### src/rtl/paralelo_serial_if.sv
// -----------------------------------------------------------------------------
// paralelo_serial_if
//   Bundles the load handshake and the serial stream of the parallel-to-serial
//   converter.
//   master : producer/consumer side (drives load_valid, par_in, dir, ser_ready)
//   slave  : converter side (drives load_ready, ser_out, ser_valid, ser_first,
//            ser_last, busy)
// -----------------------------------------------------------------------------
interface paralelo_serial_if #(
    parameter int WIDTH = 5
);
    logic             load_valid;
    logic             load_ready;
    logic [WIDTH-1:0] par_in;
    logic             dir;
    logic             ser_out;
    logic             ser_valid;
    logic             ser_ready;
    logic             ser_first;
    logic             ser_last;
    logic             busy;

    modport master (
        output load_valid, par_in, dir, ser_ready,
        input  load_ready, ser_out, ser_valid, ser_first, ser_last, busy
    );

    modport slave (
        input  load_valid, par_in, dir, ser_ready,
        output load_ready, ser_out, ser_valid, ser_first, ser_last, busy
    );
endinterface

### src/rtl/paralelo_serial.sv
// -----------------------------------------------------------------------------
// paralelo_serial
//   Parallel-in / serial-out converter. A WIDTH-bit word is taken through a
//   valid/ready load handshake and emitted one bit per accepted cycle, LSB
//   first (dir = 0) or MSB first (dir = 1), with first/last word markers.
//   Ports:
//     clk    : rising-edge clock
//     rst_n  : asynchronous active-low reset
//     bus    : paralelo_serial_if.slave (load handshake + serial stream)
// -----------------------------------------------------------------------------
module paralelo_serial #(
    parameter int WIDTH = 5
) (
    input  logic                    clk,
    input  logic                    rst_n,
    paralelo_serial_if.slave        bus
);
    localparam int          CW   = $clog2(WIDTH);
    localparam logic [CW-1:0] LAST = CW'(WIDTH - 1);

    typedef enum logic {IDLE, SHIFT} state_t;

    state_t           state_q, state_d;
    logic [WIDTH-1:0] shreg_q, shreg_d;
    logic [CW-1:0]    cnt_q,   cnt_d;
    logic             dir_q,   dir_d;

    logic valid, last, xfer, load;

    always_ff @(posedge clk or negedge rst_n) begin
        if (!rst_n) begin
            state_q <= IDLE;
            shreg_q <= '0;
            cnt_q   <= '0;
            dir_q   <= 1'b0;
        end else begin
            state_q <= state_d;
            shreg_q <= shreg_d;
            cnt_q   <= cnt_d;
            dir_q   <= dir_d;
        end
    end

    always_comb begin
        state_d = state_q;
        shreg_d = shreg_q;
        cnt_d   = cnt_q;
        dir_d   = dir_q;

        valid = (state_q == SHIFT);
        last  = valid && (cnt_q == LAST);
        xfer  = valid && bus.ser_ready;
        // Ready on the final transfer as well, so words stream with no gap.
        bus.load_ready = (state_q == IDLE) || (last && bus.ser_ready);
        load  = bus.load_valid && bus.load_ready;

        if (xfer) begin
            if (last) begin
                state_d = IDLE;
                cnt_d   = '0;
            end else begin
                cnt_d   = cnt_q + CW'(1);
                shreg_d = dir_q ? {shreg_q[WIDTH-2:0], 1'b0}
                                : {1'b0, shreg_q[WIDTH-1:1]};
            end
        end

        // A load can only coincide with the last transfer, so it wins.
        if (load) begin
            state_d = SHIFT;
            shreg_d = bus.par_in;
            dir_d   = bus.dir;
            cnt_d   = '0;
        end

        bus.ser_valid = valid;
        bus.busy      = valid;
        bus.ser_out   = valid && (dir_q ? shreg_q[WIDTH-1] : shreg_q[0]);
        bus.ser_first = valid && (cnt_q == '0);
        bus.ser_last  = last;
    end
endmodule

### src/flat_wrapper.sv
// flat-port wrapper written by rule: the top's interface ports become plain ports
module paralelo_serial_flat 
#(
    parameter int WIDTH = 5
)
  (clk, rst_n, bus_load_valid, bus_par_in, bus_dir, bus_ser_ready, bus_load_ready, bus_ser_out, bus_ser_valid, bus_ser_first, bus_ser_last, bus_busy);
  paralelo_serial_if #(.WIDTH(WIDTH)) bus_i ();
  input  logic clk;
  input  logic rst_n;
  input wire logic [$bits(bus_i.load_valid)-1:0] bus_load_valid;
  input wire logic [$bits(bus_i.par_in)-1:0] bus_par_in;
  input wire logic [$bits(bus_i.dir)-1:0] bus_dir;
  input wire logic [$bits(bus_i.ser_ready)-1:0] bus_ser_ready;
  output wire logic [$bits(bus_i.load_ready)-1:0] bus_load_ready;
  output wire logic [$bits(bus_i.ser_out)-1:0] bus_ser_out;
  output wire logic [$bits(bus_i.ser_valid)-1:0] bus_ser_valid;
  output wire logic [$bits(bus_i.ser_first)-1:0] bus_ser_first;
  output wire logic [$bits(bus_i.ser_last)-1:0] bus_ser_last;
  output wire logic [$bits(bus_i.busy)-1:0] bus_busy;
  assign bus_i.load_valid = bus_load_valid;
  assign bus_i.par_in = bus_par_in;
  assign bus_i.dir = bus_dir;
  assign bus_i.ser_ready = bus_ser_ready;
  assign bus_load_ready = bus_i.load_ready;
  assign bus_ser_out = bus_i.ser_out;
  assign bus_ser_valid = bus_i.ser_valid;
  assign bus_ser_first = bus_i.ser_first;
  assign bus_ser_last = bus_i.ser_last;
  assign bus_busy = bus_i.busy;
  paralelo_serial #(.WIDTH(WIDTH)) u_core (.clk(clk), .rst_n(rst_n), .bus(bus_i));
endmodule
### config.mk
export PLATFORM = sky130hd
export DESIGN_NAME = paralelo_serial_flat
export DESIGN_NICKNAME = d
export VERILOG_FILES = /design/src/rtl/paralelo_serial_if.sv /design/src/rtl/paralelo_serial.sv /design/src/flat_wrapper.sv
export SDC_FILE = /design/constraint.sdc
export NUM_CORES = 1
export LEC_CHECK = 0
export CELL_PAD_IN_SITES_DETAIL_PLACEMENT = 0
export CELL_PAD_IN_SITES_GLOBAL_PLACEMENT = 1
export CORE_UTILIZATION = 35
export CTS_BUF_LIST = sky130_fd_sc_hd__clkbuf_4 sky130_fd_sc_hd__clkbuf_8 sky130_fd_sc_hd__clkbuf_16
export DETAILED_ROUTE_END_ITERATION = 7
export GPL_TIMING_DRIVEN = 0
export PLACE_DENSITY = 0.83
export SYNTH_ARGS = -nofsm -noshare
export SYNTH_HDL_FRONTEND = slang
export SYNTH_SLANG_ARGS = --single-unit
### constraint.sdc
create_clock -name clk -period 1.49 [get_ports clk]
set_input_delay 0.149 -clock clk [delete_from_list [all_inputs] [get_ports clk]]
set_output_delay 0.149 -clock clk [all_outputs]
set_load 0.005 [all_outputs]
==> impl_metrics.py, run 1 <==
metrics = {
    "hold_path": {
        "min-delay-start": "bus_load_valid",
        "hold_end": "u_core.bus.busy$_DFFE_PN0P_",
        "hold_class": "in -> reg",
        "holdPathStages": 2,
    },
    "detailed_routing": {
        "drt_iter0_drc": 25,
        "firstDrtPassIters": 4,
        "wire_per_inst_um": 12.94,
        "ant_nets": 0,
        "via_per_inst": 5.233,
        "drcViolationCount": 0,
        "drt_wl_total_um": 1669,
        "num_vias": 675,
    },
    "global_routing": {
        "use_met2_pct": 24.79,
        "grt_max_degree": 11,
        "gr-max-usage-layer": "met1",
        "grt_pass1_vias": 596,
        "antenna_found_initial": 0,
        "overflow": 0,
        "grtUsageMet1_pct": 26.38,
        "track_usage_pct": 18.26,
        "use_met3_pct": 2.353,
        "grt_pass1_wl_um": 2628,
    },
    "floorplan": {
        "initial_core_util_pct": 38.18,
        "dieHeight_um": 46.10,
        "dieArea_um2": 2125,
        "rows": 15,
        "design.core.area_um2": 1783,
        "num_io_pins": 16,
        "die_w_um": 46.10,
    },
    "timing": {
        "fin_crit_sh_pct": 96.54,
        "setup_tns_ns": 0,
        "fin_hold_ws_ns": 0.1444,
        "layout_min_cycle_time_ns": 1.438,
        "fmax_mhz": 695.2,
        "setup_viol": 0,
        "hold_violations": 0,
        "slew_viol_final": 0,
        "tightest_slew_ns": 0.4815,
        "relSlewSlack_pct": 67.80,
        "fin_worst_skew_ns": 0.003138,
    },
    "worst_setup_path": {
        "startpoint": "u_core.cnt_q[1]$_DFFE_PN0P_",
        "end_kind": "primary output",
        "rr_worst_depth": 6,
        "timing.rr.end": "u_core.shreg_q[1]$_DFFE_PN0P_",
        "cp_data_arrival_time_ns": 1.29,
        "cp.required_ns": 1.34,
        "r2r_setup_slack_ns": 0.12,
        "path_max_fanout": 7,
        "worstReg2RegStart": "u_core.cnt_q[1]$_DFFE_PN0P_",
        "critPathKind": "reg -> out",
        "startpoint_type": "register",
    },
    "clock_network": {
        "cts_tree": "done",
        "cts_buffers": 3,
        "clk_pin_slew_ns": 0.07,
        "clock-sinks": 10,
        "cts_root_buf": "clkbuf_4",
        "clk_latency_ns": 0.28,
        "cts_max_path_buffers": 2,
        "cts.htree.levels": 1,
    },
    "yosys": {
        "synth_nets": 90,
        "synth_seq_cells": 10,
        "netlist.area_leader.share_pct": 36.76,
        "synthTopCellsByCount": "dfrtp_1 (10), o21ai_0 (10), a21oi_1 (6)",
        "yosysWarnings": 0,
        "synth_cell_type_count": 28,
        "synth.avg_cell_area_um2": 8.726,
        "async_reset_ff_share_pct": 100.0,
        "netlist_instances": 78,
        "synth.top_cells.by_area": "dfrtp_1 (37%), o21ai_0 (7.4%), a21oi_1 (4.4%), buf_4 (4.4%), ha_1 (3.7%)",
        "yosysTopAreaCell": "dfrtp_1",
        "synth_area_um2": 680.7,
        "ys_seq_area_share_pct": 36.76,
        "synth-edff-count": 0,
        "ys_dominant_reg_cell": "dfrtp_1",
    },
    "layout": {
        "fin_util_pct": 54.25,
        "syn_to_final_growth_pct": 42.10,
        "antenna_cells": 0,
        "fillCellCount": 177,
        "drive_gt1_share_pct": 29.81,
        "layout.nets": 117,
    },
    "power_and_ir_drop": {
        "powerDensity_nw_per_um2": 1692,
        "irDropWorstVdd_mv": 0.7652,
        "p_leak_nw": 0.4546,
    },
    "placed_design": {
        "gp_congestion": 0.8702,
        "dp_hpwl_um": 1080,
        "port_buffers": 13,
    },
    "status": {
        "status": "finished, final reports clean",
    },
    "flow_run": {
        "maxCapViolations": 0,
    },
}
[through the flow]
step | cells | worst slack [ns] | instance area [µm²] | total power [mW]
after floorplan | 78 | 0.1917 | 680.7 | 0.9134
after global placement | 116 | -0.09504 | 842.1 | 1.144
after detailed placement | 116 | -0.1131 | 842.1 | 1.163
after CTS | 126 | -0.1198 | 937.1 | 1.541
after global routing | 129 | -0.01440 | 967.2 | 1.781
final | 129 | 0.05163 | 967.2 | 1.636
[what timing repair did]
item,CTS,global route
hold buffers,0,0
endpoints found under the hold margin,0,0
buffers inserted,7,4
endpoints found under the setup margin,5,8
gates resized for setup,15,5
pin swaps,2,2
[layer usage]
layer  vias to the layer above  part of all wire, %
met5                         -                    0
met4                         0                  3.1
met3                         5                  3.8
met2                        22                   42
met1                       315                   51
li1                        333                    -
[sequential cells by signal, indices dropped and copies added, names as in the netlist]
| signal | count |
|---|---|
| u_core.bus.busy | 1 |
| u_core.dir_q | 1 |
| u_core.shreg_q | 5 |
| u_core.cnt_q | 3 |
[cell usage in the layout, fill, tap and decap left out, types with 2 or more instances in the layout]
cell type,netlist,layout
a211oi_1,3,3
a21oi_1,6,6
a31oi_1,2,2
and3b_1,2,2
buf_4,4,15
buf_6,1,2
clkbuf_4,0,3
clkdlybuf4s50_1,0,8
dfrtp_1,10,9
dlygate4sd2_1,0,2
inv_2,0,2
mux2i_1,2,2
nand2_1,5,4
nand3_1,4,3
nand4_1,2,2
nor2_1,4,4
nor2b_1,3,3
o21ai_0,10,10
o31ai_1,3,3
[kinds of logic (layout without fill, tap and decap cells)]
logic type               count (synthesis)  after routing  synth area share, %
adder cells (fa/ha/maj)                  2              2                3.676
multiplexers                             3              3                4.596
AO/OA/AOI/OAI                           26             26                22.79
flip-flops                              10             10                36.76
buffers and inverters                   10             36                9.191
AND/OR/NAND/NOR                         27             27                22.98
[critical path, cell delays in order (launching register included)]
cell and delay (ns):
dfrtp_1 0.40, inv_2 0.09, ha_4 0.15, buf_6 0.12, nand3_2 0.08, nand2_2 0.07
buf_2 0.11
[how the worst max path moves through the flow]
stage / cells after the start / to
4_1_cts: 7 / bus_load_ready
3_3_place_gp: 6 / bus_load_ready
3_5_place_dp: 6 / bus_load_ready
2_1_floorplan: 6 / u_core.shreg_q[3]$_DFFE_PN0P_
6_report: 6 / bus_load_ready
5_1_grt: 6 / bus_load_ready
[cell type report]
class | count | area [µm²] | share of cell area [%]
clock buffer | 4 | 36.28 | 3.752
inverter | 3 | 11.26 | 1.164
multi-input combinational | 58 | 387.9 | 40.10
buffer | 5 | 41.29 | 4.269
tap | 25 | 31.28 | 3.234
timing repair buffer | 24 | 207.7 | 21.47
sequential | 10 | 251.5 | 26.00
[report_power, final]
group | switching (mW) | internal, mW
Clock | 0.107 | 0.149
Sequential | 0.0848 | 0.390
Combinational | 0.406 | 0.500
Note: power is estimated with default switching activity, not from simulation.
==> inputs of run 2 (changes only) <==
--- a/config.mk
+++ b/config.mk
@@ -9,9 +9,11 @@
 export CELL_PAD_IN_SITES_GLOBAL_PLACEMENT = 1
 export CORE_UTILIZATION = 35
 export CTS_BUF_LIST = sky130_fd_sc_hd__clkbuf_4 sky130_fd_sc_hd__clkbuf_8 sky130_fd_sc_hd__clkbuf_16
+export CTS_CLUSTER_DIAMETER = 120
 export DETAILED_ROUTE_END_ITERATION = 7
 export GPL_TIMING_DRIVEN = 0
 export PLACE_DENSITY = 0.83
+export SLEW_MARGIN = 40
 export SYNTH_ARGS = -nofsm -noshare
 export SYNTH_HDL_FRONTEND = slang
 export SYNTH_SLANG_ARGS = --single-unit
==> results of run 2 <==
Same layout as run 1: the final DEF is identical, and so are final timing and power.
==> inputs of run 3 (changes only) <==
--- a/config.mk
+++ b/config.mk
@@ -7,12 +7,12 @@
 export LEC_CHECK = 0
 export CELL_PAD_IN_SITES_DETAIL_PLACEMENT = 0
 export CELL_PAD_IN_SITES_GLOBAL_PLACEMENT = 1
-export CORE_UTILIZATION = 35
+export CORE_UTILIZATION = 38
 export CTS_BUF_LIST = sky130_fd_sc_hd__clkbuf_4 sky130_fd_sc_hd__clkbuf_8 sky130_fd_sc_hd__clkbuf_16
 export CTS_CLUSTER_DIAMETER = 120
 export DETAILED_ROUTE_END_ITERATION = 7
 export GPL_TIMING_DRIVEN = 0
-export PLACE_DENSITY = 0.83
+export PLACE_DENSITY = 0.89
 export SLEW_MARGIN = 40
 export SYNTH_ARGS = -nofsm -noshare
 export SYNTH_HDL_FRONTEND = slang
==> constraint.sdc (replaced) <==
create_clock -name clk -period 1.75 [get_ports clk]
set_input_delay 0.175 -clock clk [delete_from_list [all_inputs] [get_ports clk]]
set_output_delay 0.175 -clock clk [all_outputs]
set_load 0.005 [all_outputs]
==> run 3 against run 2 <==
Effect of this change:
- clock power down 18%
- critical path depth increased by 1
- sequential share of layout area grew 2.0 points
- sequential cell count did not move
- first-iteration DRC count is 48% lower
- final cell count down 6.2%
- non-clock buffer count down 7
- clock skew is 0.0058 ns higher
- worst setup slack improved by 0.11 ns
- count of clock-buffer cells in the layout unchanged
- highest routed layer unchanged
==> impl_metrics.py, run 3 (same netlist as run 1, synthesis figures left out) <==
metrics = {
    "flow_run": {
        "maxCapViolations": 0,
    },
    "floorplan": {
        "die_w_um": 44.32,
        "dieArea_um2": 1964,
        "design.core.area_um2": 1594,
        "dieHeight_um": 44.32,
        "num_io_pins": 16,
        "initial_core_util_pct": 42.70,
        "rows": 14,
    },
    "clock_network": {
        "clk_pin_slew_ns": 0.06,
        "clk_latency_ns": 0.26,
        "cts_hold_buf": 0,
        "cts_root_buf": "clkbuf_4",
        "cts_tree": "done",
        "cts.htree.levels": 1,
        "cts_max_path_buffers": 2,
        "clock-sinks": 10,
        "cts_buffers": 3,
    },
    "worst_setup_path": {
        "critPathKind": "reg -> out",
        "critPathBufInv": 4,
        "timing.rr.end": "u_core.shreg_q[1]$_DFFE_PN0P_",
        "path_depth": 7,
        "end_kind": "primary output",
        "rr_worst_depth": 7,
        "cp_data_arrival_time_ns": 1.41,
        "startpoint_type": "register",
        "cp-endpoint": "bus_load_ready",
        "cp_slowest_cell": "dfrtp_1",
        "crit_family": "buffers and inverters",
        "crit_chain": "inv_2, ha_1, buf_6, buf_4, nand3_1, nand2_1, clkbuf_2",
        "critPathMaxStageDelay_ns": 0.38,
        "cp.required_ns": 1.57,
        "startpoint": "u_core.cnt_q[0]$_DFFE_PN0P_",
        "r2r_setup_slack_ns": 0.18,
        "worstReg2RegStart": "u_core.cnt_q[0]$_DFFE_PN0P_",
        "path_max_fanout": 8,
    },
    "detailed_routing": {
        "drt_iter0_drc": 13,
        "drt_wl_total_um": 1485,
        "drcViolationCount": 0,
        "num_vias": 636,
        "ant_nets": 0,
        "via_per_inst": 5.256,
        "wire_per_inst_um": 12.27,
        "firstDrtPassIters": 4,
    },
    "timing": {
        "fmax_mhz": 629.3,
        "relSlewSlack_pct": 69.54,
        "hold_violations": 0,
        "setup_viol": 0,
        "fin_worst_skew_ns": 0.008950,
        "tightest_slew_ns": 0.4555,
        "setup_tns_ns": 0,
        "fin_crit_sh_pct": 90.81,
        "slew_viol_final": 0,
        "fin_ws_ns": 0.1608,
        "rsz0062_at_grt": "false",
        "layout_min_cycle_time_ns": 1.589,
    },
    "layout": {
        "largest_reg_flops": 5,
        "multiInputGateArea_um2": 367.9,
        "ff_latch_area_um2": 250.2,
        "fillCellCount": 153,
        "final_cell_mix": "o21ai_0 (10), dfrtp_1 (10), clkdlybuf4s50_1 (9), buf_4 (6), a21oi_1 (6)",
        "reg_top3": "u_core.shreg_q x5, u_core.cnt_q x3",
        "design_area_um2": 893.4,
        "layout.nets": 110,
        "drive_gt1_share_pct": 17.53,
        "syn_to_final_growth_pct": 31.25,
        "top_register": "u_core.shreg_q",
        "antenna_cells": 0,
    },
    "hold_path": {
        "holdPathStages": 2,
        "hold_class": "in -> reg",
    },
    "power_and_ir_drop": {
        "irDropWorstVdd_mv": 0.7466,
        "p_leak_nw": 0.4354,
        "powerDensity_nw_per_um2": 1383,
    },
    "placed_design": {
        "placed_area_um2": 840.8,
        "pre_cts_ws_ns": 0.1058,
        "dp_hpwl_um": 1079,
        "gp_congestion": 0.8286,
        "port_buffers": 13,
    },
    "global_routing": {
        "track_usage_pct": 18.03,
        "grt_pass1_wl_um": 2594,
        "antenna_found_initial": 0,
        "grt_pass1_vias": 591,
        "grt_max_degree": 11,
        "overflow": 0,
    },
    "status": {
        "status": "finished, final reports clean",
    },
}
-- run 3: through the flow --
step | power, mW | hold WS, ns | cells | utilization, %
floorplan | 0.7777 | -0.1206 | 78 | -
global placement | 0.9732 | 0.4473 | 115 | 52.75
detailed placement | 0.9884 | 0.4573 | 115 | 52.75
CTS | 1.249 | 0.1844 | 121 | 56.12
global route | 1.347 | 0.1785 | 121 | 56.04
finish | 1.235 | 0.1881 | 121 | 56.04
-- run 3: timing repair --
item / in CTS / in global routing
buffers inserted: 2 / 0
gates resized for setup: 6 / 3
endpoints found under the setup margin: 3 / 2
pin swaps: 0 / 0
-- run 3: final cells by class --
type                            count  share of cell area, %
Sequential cell                    10                  28.01
Clock buffer                        4                  4.062
Timing Repair Buffer               15                  15.69
Multi-Input combinational cell     58                  41.18
Buffer                              7                  6.443
Inverter                            3                  1.261
Tap cell                           24                  3.361
-- run 3: routing by layer --
metal | GRT usage (%) | vias up | part of all wire (%)
li1 | - | 317 | -
met1 | 26.09 | 299 | 49
met2 | 27.06 | 18 | 46
met3 | 2.449 | 2 | 4.2
met4 | 7.273 | 0 | 0.94
met5 | 0 | - | 0
-- run 3: worst min-delay path by stage --
| stage | start | to |
|---|---|---|
| final | bus_load_valid | u_core.bus.busy$_DFFE_PN0P_ |
| after global routing | bus_load_valid | u_core.bus.busy$_DFFE_PN0P_ |
| after CTS | bus_load_valid | u_core.bus.busy$_DFFE_PN0P_ |
| after detailed placement | bus_load_valid | u_core.bus.busy$_DFFE_PN0P_ |
| after global placement | bus_load_valid | u_core.bus.busy$_DFFE_PN0P_ |
| after floorplan | rst_n | u_core.bus.busy$_DFFE_PN0P_ |
-- run 3: power by group --
part | switching [mW] | total (mW) | internal, mW | leakage, nW
registers | 0.0655 | 0.395 | 0.330 | 0.121
clock network | 0.0842 | 0.210 | 0.126 | 0.0210
logic | 0.304 | 0.630 | 0.326 | 0.294
